[src/rtl/mips_pkg.sv]
// Shared MIPS32 front-end definitions: BTB counter encodings, default
// exception vector and saturating-counter helpers.
package mips_pkg;

   localparam logic [1:0] CTR_SNT = 2'b00;
   localparam logic [1:0] CTR_WNT = 2'b01;
   localparam logic [1:0] CTR_WT  = 2'b10;
   localparam logic [1:0] CTR_ST  = 2'b11;

   localparam logic [31:0] EXC_VECTOR_DEFAULT = 32'd12;

   function automatic logic [1:0] sat_inc(input logic [1:0] ctr);
      return (ctr == CTR_ST) ? CTR_ST : ctr + 2'd1;
   endfunction

   function automatic logic [1:0] sat_dec(input logic [1:0] ctr);
      return (ctr == CTR_SNT) ? CTR_SNT : ctr - 2'd1;
   endfunction

endpackage

[src/rtl/btb_dm.sv]
// Direct-mapped BTB storage: one asynchronous lookup port and one synchronous
// resolve/update port that does its own read-modify-write of the counter.
module btb_dm
   import mips_pkg::*;
#(
   parameter int DEPTH = 16,
   parameter int IDX_W = $clog2(DEPTH),
   parameter int TAG_W = 26,
   parameter int TGT_W = 32
) (
   input  logic             clk_i,
   input  logic             rst_ni,
   input  logic [IDX_W-1:0] rd_idx_i,
   input  logic [TAG_W-1:0] rd_tag_i,
   output logic             rd_hit_o,
   output logic [1:0]       rd_ctr_o,
   output logic [TGT_W-1:0] rd_target_o,
   input  logic             wr_en_i,
   input  logic [IDX_W-1:0] wr_idx_i,
   input  logic [TAG_W-1:0] wr_tag_i,
   input  logic             wr_taken_i,
   input  logic [TGT_W-1:0] wr_target_i
);

   logic [DEPTH-1:0] valid_q;
   logic [TAG_W-1:0] tag_q [DEPTH];
   logic [TGT_W-1:0] tgt_q [DEPTH];
   logic [1:0]       ctr_q [DEPTH];
   logic             wr_hit;

   assign rd_hit_o    = valid_q[rd_idx_i] && (tag_q[rd_idx_i] == rd_tag_i);
   assign rd_ctr_o    = ctr_q[rd_idx_i];
   assign rd_target_o = tgt_q[rd_idx_i];

   assign wr_hit = valid_q[wr_idx_i] && (tag_q[wr_idx_i] == wr_tag_i);

   // Only valid bits are reset; stale tag/target/counter data is masked by valid.
   always_ff @(posedge clk_i) begin
      if (!rst_ni) begin
         valid_q <= '0;
      end else if (wr_en_i && wr_taken_i) begin
         valid_q[wr_idx_i] <= 1'b1;
      end
   end

   always_ff @(posedge clk_i) begin
      if (wr_en_i) begin
         if (wr_taken_i) begin
            tag_q[wr_idx_i] <= wr_tag_i;
            tgt_q[wr_idx_i] <= wr_target_i;
            ctr_q[wr_idx_i] <= wr_hit ? sat_inc(ctr_q[wr_idx_i]) : CTR_WT;
         end else if (wr_hit) begin
            ctr_q[wr_idx_i] <= sat_dec(ctr_q[wr_idx_i]);
         end
      end
   end

endmodule

[src/rtl/next_pc_btb.sv]
// Fetch PC generator with BTB prediction, decode-stage branch/jump resolution
// and the eret > exception > mispredict > stall > predict > sequential mux.
module next_pc_btb
   import mips_pkg::*;
#(
   parameter int              XLEN       = 32,
   parameter int              BTB_DEPTH  = 16,
   parameter logic [XLEN-1:0] RESET_PC   = '0,
   parameter logic [XLEN-1:0] EXC_VECTOR = XLEN'(EXC_VECTOR_DEFAULT)
) (
   input  logic            i_clk,
   input  logic            i_rst_n,
   input  logic            i_stall,
   input  logic            i_dec_valid,
   input  logic [XLEN-1:0] i_dec_pc,
   input  logic [XLEN-1:0] i_dec_pc_4,
   input  logic [25:0]     i_imm26,
   input  logic [XLEN-1:0] i_rs,
   input  logic            i_zero,
   input  logic            i_j,
   input  logic            i_jr,
   input  logic            i_beq,
   input  logic            i_bne,
   input  logic            i_dec_pred_taken,
   input  logic [XLEN-1:0] i_dec_pred_target,
   input  logic            i_exception,
   input  logic            i_eret,
   input  logic [XLEN-1:0] i_epc,
   output logic [XLEN-1:0] o_pc,
   output logic [XLEN-1:0] o_pc_4,
   output logic            o_pred_taken,
   output logic [XLEN-1:0] o_pred_target,
   output logic            o_flush
);

   localparam int IDX_W = $clog2(BTB_DEPTH);
   localparam int TAG_W = XLEN - IDX_W - 2;

   logic [XLEN-1:0]  pc_q, pc_d, pc_4;
   logic             rd_hit;
   logic [1:0]       rd_ctr;
   logic [XLEN-1:0]  rd_target;
   logic [XLEN-1:0]  br_target, j_target, dec_target, fix_pc;
   logic             dec_ctl, dec_taken, mispredict, btb_wr_en;

   assign pc_4 = {pc_q[XLEN-1:2] + (XLEN-2)'(1), 2'b00};

   btb_dm #(
      .DEPTH (BTB_DEPTH),
      .IDX_W (IDX_W),
      .TAG_W (TAG_W),
      .TGT_W (XLEN)
   ) u_btb (
      .clk_i       (i_clk),
      .rst_ni      (i_rst_n),
      .rd_idx_i    (IDX_W'(pc_q >> 2)),
      .rd_tag_i    (TAG_W'(pc_q >> (IDX_W + 2))),
      .rd_hit_o    (rd_hit),
      .rd_ctr_o    (rd_ctr),
      .rd_target_o (rd_target),
      .wr_en_i     (btb_wr_en),
      .wr_idx_i    (IDX_W'(i_dec_pc >> 2)),
      .wr_tag_i    (TAG_W'(i_dec_pc >> (IDX_W + 2))),
      .wr_taken_i  (dec_taken),
      .wr_target_i (dec_target)
   );

   assign o_pred_taken  = rd_hit & rd_ctr[1];
   assign o_pred_target = rd_hit ? rd_target : pc_4;

   assign br_target  = i_dec_pc_4 + {{(XLEN-18){i_imm26[15]}}, i_imm26[15:0], 2'b00};
   assign j_target   = {i_dec_pc_4[XLEN-1:28], i_imm26, 2'b00};
   assign dec_ctl    = i_j | i_jr | i_beq | i_bne;
   assign dec_taken  = i_j | i_jr | (i_beq & i_zero) | (i_bne & ~i_zero);
   assign dec_target = i_jr ? i_rs : (i_j ? j_target : br_target);
   assign fix_pc     = dec_taken ? dec_target : i_dec_pc_4;
   assign mispredict = i_dec_valid &
                       ((dec_taken != i_dec_pred_taken) |
                        (dec_taken & (dec_target != i_dec_pred_target)));

   // Redirects squash the BTB write so a cancelled branch never trains it.
   assign btb_wr_en = i_dec_valid & dec_ctl & ~i_eret & ~i_exception;
   assign o_flush   = i_eret | i_exception | mispredict;

   always_comb begin
      pc_d = pc_4;
      if (i_eret)                pc_d = i_epc;
      else if (i_exception)      pc_d = EXC_VECTOR;
      else if (mispredict)       pc_d = fix_pc;
      else if (i_stall)          pc_d = pc_q;
      else if (o_pred_taken)     pc_d = o_pred_target;
   end

   always_ff @(posedge i_clk) begin
      if (!i_rst_n) pc_q <= RESET_PC;
      else          pc_q <= pc_d;
   end

   assign o_pc   = pc_q;
   assign o_pc_4 = pc_4;

endmodule
[config.mk]
export PLATFORM = sky130hd
export DESIGN_NAME = next_pc_btb
export DESIGN_NICKNAME = d
export VERILOG_FILES = /design/src/rtl/mips_pkg.sv /design/src/rtl/btb_dm.sv /design/src/rtl/next_pc_btb.sv
export SDC_FILE = /design/constraint.sdc
export NUM_CORES = 1
export LEC_CHECK = 0
export BUFFER_PORTS_ARGS = -buffer_cell sky130_fd_sc_hd__buf_4
export CAP_MARGIN = 20
export CELL_PAD_IN_SITES_DETAIL_PLACEMENT = 1
export CELL_PAD_IN_SITES_GLOBAL_PLACEMENT = 1
export CORE_ASPECT_RATIO = 0.75
export CORE_MARGIN = 2
export CORE_UTILIZATION = 53
export CTS_CLUSTER_DIAMETER = 40
export DETAILED_ROUTE_END_ITERATION = 8
export HOLD_SLACK_MARGIN = 0.06
export PLACE_DENSITY = 0.9
export SLEW_MARGIN = 20
export SYNTH_ARGS = -nofsm -noshare
export SYNTH_HDL_FRONTEND = slang
export SYNTH_HIERARCHICAL = 1
export SYNTH_SLANG_ARGS = --single-unit
[constraint.sdc]
create_clock -name i_clk -period 8.77 [get_ports i_clk]
set_input_delay 1.754 -clock i_clk [delete_from_list [all_inputs] [get_ports i_clk]]
set_output_delay 1.754 -clock i_clk [all_outputs]
set_load 0.01 [all_outputs]
==> impl_metrics.csv <==
group,metric,value,unit
placed_design,io_buffers,291,
floorplan,std_cell_rows,96,
logic_synthesis,syn_area,48890,um2
timing,finalSetupViolations,0,
worst_setup_path,crit_family,"compound AO/OA/AOI/OAI gates",
timing,max_freq,0.1275,GHz
floorplan,io_pins,296,
placed_design,hpwl,121000,um
floorplan,fp.dieH,267.0,um
routing,antenna_left,0,
routing,drc,0,
cts,holdBufCountCts,0,
timing,finalCriticalPeriod,7.844,ns
finish,post-route-util,0.6175,
routing,dr.pass1.iters,6,
floorplan,start_util,0.5348,
global_route,grt_start_max_net_pins,73,
cts,clkLatencyLatePin,0.74,ns
worst_setup_path,path_class,"in -> out",
min_path,hp-start,"o_pc[0]$_SDFFE_PN0P_",
worst_setup_path,critPathBufInv,2,
logic_synthesis,ys_warn_count,6,
cts,cts_num_sinks,1008,
cts,clockRootBuffer,"clkbuf_16",
global_route,grt_pass1_vias,34207,
worst_setup_path,max_stage_delay,0.77,ns
timing,worstMarginPinSlew,1.221,ns
global_route,gr-total-overflow,0,
worst_setup_path,end_kind,"output port",
floorplan,core_area,91410,um2
finish,final_nets,3443,
worst_setup_path,arrival,6.09,ns
placed_design,globalplace.congestion,1.013,
routing,routed_via_density,7.474,
worst_setup_path,crit_path_start_kind,"input port",
cts,htreeDepth,3,
timing,fin_setup_tns,0,ns
worst_setup_path,crit_chain,"buf_4, ha_1, a21oi_1, o21ai_0, a31oi_1, nand2_1, a221oi_2, mux2i_1, nor2_1, nor4_1, and4b_1, a21oi_2, nand2b_1, buf_4",
placed_design,dp.cells,4321,
worst_setup_path,slowest_stage,"a31oi_1",
routing,wl,190300,um
worst_setup_path,crit_start,"i_imm26[11]",
run,drv_cap,0,
cts,cts_tree,"yes",
run_status,status,"finished, final reports clean",
global_route,grt_pass1_wl,263400,um
pwr,p_leak,18.91,nW
timing,rsz0062_at_grt,"false",
cts,cts-resized-gates,0,
worst_setup_path,worst_path_most_repeated_cell,"buf_4",
routing,drt_first_iter_violations,5817,
cts,clk_pin_slew,0.06,ns
cts,cts_buffers,112,
worst_setup_path,cp.required,7.02,ns
timing,period_share,0.8944,
timing,fin_hold_ws,0.5127,ns
worst_setup_path,cp_max_fo,10,
global_route,grt_use_total,0.3994,
finish,finalNonFillerCells,4539,
routing,wl_per_cell,41.92,um
cts,cts_setup_buffers,0,
timing,drv_slew,0,
pwr,p_per_area,209.7,nW/um2
cts,clk_path_buf_depth,3,
global_route,antenna_found_initial,12,
timing,fin_worst_skew,0.03883,ns
logic_synthesis,syn-instance-count,2893,
routing,vias,33925,
timing,slew_headroom,0.1839,
finish,synthToLayoutAreaGrowth,15.45,%
floorplan,fp.dieW,354.7,um
worst_setup_path,r2r-start,"o_pc[3]$_SDFFE_PN0P_",
min_path,hp-class,"reg -> reg",
logic_synthesis,avgSynthCellArea,16.90,um2
timing,hold_viol,0,
floorplan,dieArea,94710,um2
pwr,peakVddDrop,213.6,uV
finish,drive_above_1_share,0.3272,
-- flip-flops by register name (all words and copies together), names as in the netlist --
| signal | count |
|---|---|
| u_btb/ctr_q | 32 |
| u_btb/tag_q | 416 |
| o_pc | 32 |
| u_btb/valid_q | 16 |
| u_btb/tgt_q | 512 |
-- worst paths after layout --
path         depth (start not counted)  slack, ns                   end
max                                 14       0.93               o_flush
min                                  1       0.51  o_pc[0]$_SDFFE_PN0P_
max reg2reg                         17       1.97  o_pc[8]$_SDFFE_PN0P_
min reg2reg                          1       0.51  o_pc[0]$_SDFFE_PN0P_
-- per-stage QoR --
stage | total power (W) | setup WS [ns] | cell area (um2)
5_1_grt | 0.01206 | 0.9134 | 56440
2_1_floorplan | 0.006389 | 0.9819 | 48890
3_3_place_gp | 0.006963 | 1.126 | 52570
6_report | 0.01184 | 0.9261 | 56440
3_5_place_dp | 0.007030 | 1.233 | 52590
4_1_cts | 0.01180 | 0.7962 | 56310
-- metal layers --
layer | wire (um) | vias up | global-route usage
met5 | 80 | - | 0
met4 | 10090 | 12 | 0.1811
met3 | 24620 | 639 | 0.1200
met2 | 86810 | 3060 | 0.6034
met1 | 68670 | 17560 | 0.5382
li1 | - | 12654 | -
-- final cells by class --
| class | instances | area, um2 |
|---|---|---|
| antenna | 4 | 10.01 |
| fill | 7990 | 34960 |
| clock inverter | 81 | 833.3 |
| tap | 1225 | 1533 |
| multi-input combinational | 1657 | 18080 |
| inverter | 44 | 165.2 |
| clock buffer | 129 | 2887 |
| sequential | 1008 | 29800 |
| timing repair buffer | 391 | 3136 |
-- power by group --
group	total, W	internal, W	switching (W)
clock network	0.00481	0.00268	0.00213
registers	0.00543	0.00535	0.0000789
logic	0.00159	0.000622	0.000969
-- placed cells by master, fill, tap and decap left out, types with 15 or more instances in the layout --
| master | instances |
|---|---|
| dfxtp_1 | 44 |
| o21a_1 | 30 |
| nor2_1 | 84 |
| o21ai_0 | 56 |
| clkbuf_16 | 112 |
| nor2b_1 | 18 |
| mux2_2 | 48 |
| xnor2_1 | 97 |
| nand4_1 | 35 |
| clkinv_1 | 18 |
| nor3_1 | 31 |
| mux2i_1 | 141 |
| inv_1 | 39 |
| nand3_1 | 38 |
| nand2b_1 | 15 |
| o211ai_1 | 15 |
| a21oi_1 | 82 |
| xor2_1 | 43 |
| o22ai_1 | 24 |
| mux4_2 | 390 |
| a31oi_1 | 16 |
| nand2_1 | 129 |
| a211oi_1 | 26 |
| o22a_1 | 16 |
| clkinv_2 | 16 |
| ha_1 | 30 |
| edfxtp_1 | 960 |
| clkbuf_1 | 15 |
| buf_4 | 374 |
| and2_1 | 16 |
Power figures use the tool's default switching activity.
